## config.mk

```make
export PLATFORM = sky130hd
export DESIGN_NAME = dht11_meas_scheduler
export DESIGN_NICKNAME = d
export VERILOG_FILES = /design/src/rtl/dht11_meas_scheduler.sv
export SDC_FILE = /design/constraint.sdc
export NUM_CORES = 1
export LEC_CHECK = 0
export CAP_MARGIN = 20
export CELL_PAD_IN_SITES_DETAIL_PLACEMENT = 2
export CELL_PAD_IN_SITES_GLOBAL_PLACEMENT = 2
export CORE_MARGIN = 1.5
export CORE_UTILIZATION = 42
export DETAILED_ROUTE_END_ITERATION = 7
export GPL_TIMING_DRIVEN = 0
export PLACE_DENSITY = 0.83
export SLEW_MARGIN = 20
export SYNTH_ARGS = -nofsm -noshare
export SYNTH_HDL_FRONTEND = slang
export SYNTH_SLANG_ARGS = --single-unit
```

## constraint.sdc

```tcl
create_clock -name iClk -period 4 [get_ports iClk]
set_input_delay 0.6 -clock iClk [delete_from_list [all_inputs] [get_ports iClk]]
set_output_delay 0.6 -clock iClk [all_outputs]
set_load 0.02 [all_outputs]
```

## src/rtl/dht11_meas_scheduler.sv

```systemverilog
// rtl/dht11_meas_scheduler.sv - DHT11 measurement scheduler: request merge, holdoff, watchdog, retry
// Optional DHT_SCHED_STATS_EN adds saturating success/failure-attempt counters.
module dht11_meas_scheduler #(
    parameter int CLK_PER_US      = 100,
    parameter int MIN_INTERVAL_MS = 2000,
    parameter int AUTO_PERIOD_MS  = 5000,
    parameter int WAIT_TIMEOUT_MS = 30,
    parameter int MAX_RETRY       = 2
) (
    input  logic       iClk,
    input  logic       iRstn,
    input  logic       iReqBtn,
    input  logic       iReqUart,
    input  logic       iAutoEn,
    input  logic       iDhtBusy,
    input  logic       iDhtDone,
    input  logic       iDhtErr,
    output logic       oDhtStart,
    output logic       oBusy,
    output logic       oMeasDone,
    output logic       oMeasFail,
    output logic [1:0] oSrc,
    output logic [1:0] oRetryCnt
`ifdef DHT_SCHED_STATS_EN
    ,
    output logic [15:0] oOkCnt,
    output logic [15:0] oFailCnt
`endif
);

    localparam int TICK_CYC = CLK_PER_US * 1000;
    localparam int PW = $clog2(TICK_CYC + 1);
    localparam int HW = $clog2(MIN_INTERVAL_MS + 1);
    localparam int AW = $clog2(AUTO_PERIOD_MS + 1);
    localparam int WW = $clog2(WAIT_TIMEOUT_MS + 1);

    localparam logic [PW-1:0] TICK_LAST = PW'(TICK_CYC - 1);
    localparam logic [HW-1:0] HOLD_LOAD = HW'(MIN_INTERVAL_MS);
    localparam logic [AW-1:0] AUTO_LAST = AW'(AUTO_PERIOD_MS - 1);
    localparam logic [WW-1:0] WD_LAST   = WW'(WAIT_TIMEOUT_MS - 1);
    localparam logic [1:0]    RETRY_MAX = 2'(MAX_RETRY);

    typedef enum logic [1:0] {IDLE, START, WAIT, RETRY} state_e;

    state_e        state_q;
    logic [PW-1:0] presc_q, presc_d;
    logic [HW-1:0] hold_q, hold_d;
    logic [AW-1:0] auto_q, auto_d;
    logic [WW-1:0] wd_q, wd_d;
    logic          pend_btn_q, pend_btn_d, pend_uart_q, pend_uart_d, pend_auto_q, pend_auto_d;
    logic          start_q, busy_q, done_q, fail_q;
    logic [1:0]    src_q, retry_q;
    logic          tick, auto_fire, wd_expire, in_wait, ok_ev, fail_ev, launch;

    always_comb begin
        tick      = (presc_q == TICK_LAST);
        auto_fire = iAutoEn && tick && (auto_q == AUTO_LAST);
        wd_expire = tick && (wd_q == WD_LAST);
        in_wait   = (state_q == WAIT);
        // Error beats a simultaneous done; a done beats a simultaneous watchdog expiry.
        ok_ev     = in_wait && iDhtDone && !iDhtErr;
        fail_ev   = in_wait && (iDhtErr || (wd_expire && !iDhtDone));
        launch    = (state_q == IDLE) && (pend_btn_q || pend_uart_q || pend_auto_q)
                    && (hold_q == '0) && !iDhtBusy;

        pend_btn_d  = iReqBtn   || (pend_btn_q  && !launch);
        pend_uart_d = iReqUart  || (pend_uart_q && !launch);
        pend_auto_d = auto_fire || (pend_auto_q && !launch);

        presc_d = (state_q == START || tick) ? '0 : presc_q + 1'b1;

        hold_d = hold_q;
        if (ok_ev || fail_ev) begin
            hold_d = HOLD_LOAD;
        end else if (tick && hold_q != '0) begin
            hold_d = hold_q - 1'b1;
        end

        auto_d = auto_q;
        if (!iAutoEn || auto_fire) begin
            auto_d = '0;
        end else if (tick) begin
            auto_d = auto_q + 1'b1;
        end

        wd_d = wd_q;
        if (state_q == START) begin
            wd_d = '0;
        end else if (in_wait && tick && !wd_expire) begin
            wd_d = wd_q + 1'b1;
        end
    end

    always_ff @(posedge iClk or negedge iRstn) begin
        if (!iRstn) begin
            presc_q     <= '0;
            hold_q      <= '0;
            auto_q      <= '0;
            wd_q        <= '0;
            pend_btn_q  <= 1'b0;
            pend_uart_q <= 1'b0;
            pend_auto_q <= 1'b0;
        end else begin
            presc_q     <= presc_d;
            hold_q      <= hold_d;
            auto_q      <= auto_d;
            wd_q        <= wd_d;
            pend_btn_q  <= pend_btn_d;
            pend_uart_q <= pend_uart_d;
            pend_auto_q <= pend_auto_d;
        end
    end

    always_ff @(posedge iClk or negedge iRstn) begin
        if (!iRstn) begin
            state_q <= IDLE;
            start_q <= 1'b0;
            busy_q  <= 1'b0;
            done_q  <= 1'b0;
            fail_q  <= 1'b0;
            src_q   <= 2'b00;
            retry_q <= 2'b00;
        end else begin
            start_q <= 1'b0;
            done_q  <= 1'b0;
            fail_q  <= 1'b0;
            case (state_q)
                IDLE: begin
                    if (launch) begin
                        state_q <= START;
                        busy_q  <= 1'b1;
                        retry_q <= 2'b00;
                        src_q   <= pend_btn_q ? 2'b01 : (pend_uart_q ? 2'b10 : 2'b11);
                    end
                end
                START: begin
                    start_q <= 1'b1;
                    state_q <= WAIT;
                end
                WAIT: begin
                    if (ok_ev) begin
                        done_q  <= 1'b1;
                        busy_q  <= 1'b0;
                        state_q <= IDLE;
                    end else if (fail_ev) begin
                        if (retry_q < RETRY_MAX) begin
                            retry_q <= retry_q + 1'b1;
                            state_q <= RETRY;
                        end else begin
                            fail_q  <= 1'b1;
                            busy_q  <= 1'b0;
                            state_q <= IDLE;
                        end
                    end
                end
                RETRY: begin
                    if (hold_q == '0 && !iDhtBusy) begin
                        state_q <= START;
                    end
                end
                default: state_q <= IDLE;
            endcase
        end
    end

    assign oDhtStart = start_q;
    assign oBusy     = busy_q;
    assign oMeasDone = done_q;
    assign oMeasFail = fail_q;
    assign oSrc      = src_q;
    assign oRetryCnt = retry_q;

`ifdef DHT_SCHED_STATS_EN
    logic [15:0] ok_cnt_q, fail_cnt_q;

    always_ff @(posedge iClk or negedge iRstn) begin
        if (!iRstn) begin
            ok_cnt_q   <= '0;
            fail_cnt_q <= '0;
        end else begin
            if (ok_ev && ok_cnt_q != 16'hFFFF) begin
                ok_cnt_q <= ok_cnt_q + 16'd1;
            end
            if (fail_ev && fail_cnt_q != 16'hFFFF) begin
                fail_cnt_q <= fail_cnt_q + 16'd1;
            end
        end
    end

    assign oOkCnt   = ok_cnt_q;
    assign oFailCnt = fail_cnt_q;
`endif

endmodule

```

==> results.yml <==
run_status:
  outcome: "finished, final reports clean"
final_layout:
  nFillCells: 761
  antenna_cells: 0
  nets: 360
  final_layout_size_suffix_gt1_frac: 0.0809
  syn2layout_area_growth_pct: 15.6
  fin_area_sq_um: 3570
timing:
  rsz0062_at_grt: "no"
  final-hold-violation-count: 0
  fin_tns_setup_ps: 0
  slew_headroom: 0.422
  clock_skew_ps: 7.21
  max_slew.worst_pin.slew_ps: 860
  whs_ps: 116
  drv_slew: 0
  timing.fmax_ghz: 0.350
  setup_viol: 0
  period_share: 0.714
  min_period_ps: 2860
drt:
  firstDrtPassIters: 4
  wl_met2_um: 4160
  drc: 0
  wire_per_inst_um: 18.4
  wl_met1_um: 3640
  ant_nets: 0
  first_iter_violations: 89
  maxUsedRoutingLayer: "met4"
  via_per_inst: 5.50
  num_vias: 2448
  wl_met3_um: 211
  drt_wl_total_um: 8170
die:
  fp-row-count: 31
  fp.dieH_um: 88.8
  num_io_pins: 16
  dieArea_sq_um: 7880
  coreArea_sq_um: 7180
  start_util: 0.431
  dieWidth_um: 88.8
clock_tree:
  cts_resized: 0
  clk_pin_slew_ps: 70
  postCtsSetupRepairBufs: 0
  tritoncts: "built"
  clk_latency_ps: 340
  cts-root-buf: "clkbuf_8"
  cts_buffers: 9
  cts.sinks: 59
  clockBufferDepth: 2
  postCtsHoldBufs: 0
  cts-htree-levels: 3
yosys:
  ys_top_cells_by_area: "dfrtp_1, nor2_1, xor2_1, xnor2_1, ha_1"
  syn_area_sq_um: 3090
  synth_seq_cells: 59
  synth_cells: 316
  synth_cell_types: 45
  postSynthAreaPerCell_sq_um: 9.78
  synth-main-ff-cell: "dfrtp_1"
  ys_seq_area_frac: 0.478
  synth_fp_nets: 334
  synth_area_leader_cell: "dfrtp_1"
  netlist.area_leader.share: 0.478
  synth-edff-count: 0
  ys_async_sr_fraction: 1.00
  synth_warnings: 0
power:
  ir_worst_vdd_mv: 0.202
  cellLeakagePower_nw: 1.40
  p_per_area_nw_per_um2: 419
worst_setup_path:
  crit_arrival_ps: 3070
  critical_path.top_delay_family: "simple AND/OR/NAND/NOR gates"
  cp-start-kind: "flip-flop"
  crit_type: "reg -> reg"
  worstPathRequired_ps: 4210
  crit_path_max_incr_delay_ps: 780
  crit_buf_inv: 1
  crit_path_top_delay_cell: "nor4_2"
  end_kind: "flip-flop"
  path_max_fanout: 10
  crit_top_cell: "nand2_1"
  path_cells: "ha_1 -> nand4_1 -> nor4_2 -> clkbuf_1 -> nand2_1 -> nand2_1 -> nor2_1"
hold_path:
  hp-class: "in -> async"
global_route:
  grt_first_pass_wirelength_um: 13700
  gr-total-overflow: 0
  antenna_found_initial: 0
  grt_max_degree: 46
  grt_pass1_vias: 2690
  track_usage: 0.233
job:
  maxCapViolations: 0
place:
  place_area_sq_um: 3380
  gp_congestion: 0.733
  io_buffers: 14
  hpwl_um: 5680
per-stage QoR:
stage               utilization  setup WS (ps)  total power, mW  instances
detailed placement        0.471           1040            0.958        430
CTS                       0.498           1110             1.53        445
global route              0.498            889             1.58        445
floorplan                     -           1760            0.841        316
finish                    0.498           1140             1.50        445
global placement          0.467            375            0.942        429
synthesized netlist by cell type, drive strengths merged (3+ instances only):
library cell  number
dfrtp             59
nor2              47
nand2             32
xor2              20
xnor2             18
inv               14
nand4             14
o21ai             11
ha                10
nand3             10
nor3              10
a21oi              7
clkbuf             7
a211oi             5
nor4               5
o211ai             4
or3                4
a2111oi            3
and3               3
or2                3
or4b               3
flip-flops by register name (all words and copies together) (netlist names):
name         count
oRetryCnt        2
pend_btn_q       1
oDhtStart        1
oBusy            1
auto_q          13
wd_q             5
oMeasDone        1
pend_uart_q      1
pend_auto_q      1
state_q          2
oSrc             2
oMeasFail        1
presc_q         17
hold_q          11
power breakdown:
part           switching, mW  total (mW)  internal (mW)  leakage [nW]
sequential            0.0334       0.665          0.632         0.761
clock                  0.230       0.548          0.318        0.0995
combinational          0.185       0.284         0.0988         0.538
path summary, 6_finish.rpt:
path                       slack (ps)         end  cells past startpoint        from
setup / recovery                 1140   auto_q[7]                      7  presc_q[0]
hold / removal                    120     oSrc[0]                      1       iRstn
setup reg to reg                 1140   auto_q[7]                      7  presc_q[0]
hold reg to reg                   510  presc_q[0]                      1  presc_q[0]
max in group asynchronous        3380   auto_q[1]                      2       iRstn
min in group iClk                 510  presc_q[0]                      1  presc_q[0]
cells by family (layout without fill, tap and decap cells):
kind of cell	after synthesis	in the layout	synth area share
mux	2	2	0.00689
compound gates	42	42	0.104
buf+inv	23	53	0.0328
flops	59	59	0.478
simple gates	142	142	0.230
fa+ha+maj	10	10	0.0405
xor+xnor	38	38	0.108
area by class of cell:
class,instances,area (sq um),share of cell area
Inverter,14,52.6,0.0147
Buffer,9,48.8,0.0137
Sequential cell,59,1480,0.413
Tap cell,99,124,0.0347
Clock inverter,2,35.0,0.00981
Clock buffer,13,159,0.0445
Timing Repair Buffer,15,165,0.0462
Multi-Input combinational cell,234,1510,0.423
per-layer routing:
| layer | vias to the layer above | GRT usage |
|---|---|---|
| met5 | - | 0 |
| met4 | 0 | 0.0923 |
| met3 | 15 | 0.0438 |
| met2 | 45 | 0.391 |
| met1 | 1233 | 0.298 |
| li1 | 1155 | - |
cell usage in the layout, fill, tap and decap left out, drive strengths merged, types with 2 or more instances in the layout:
cell / instances
ha: 10
inv: 14
nor2: 47
nand4bb: 2
nor3b: 2
and3: 3
nand2: 32
nor4: 5
or3: 4
o211ai: 4
a21o: 2
xor2: 20
a211oi: 5
a21oi: 7
xnor2: 18
or2: 3
or4b: 3
dfrtp: 59
nand3: 10
buf: 4
a211o: 2
o21ai: 11
nor3: 10
clkbuf: 20
nand4: 14
nor4b: 2
clkdlybuf4s50: 13
a2111oi: 3
Note: power is estimated with default switching activity, not from simulation.
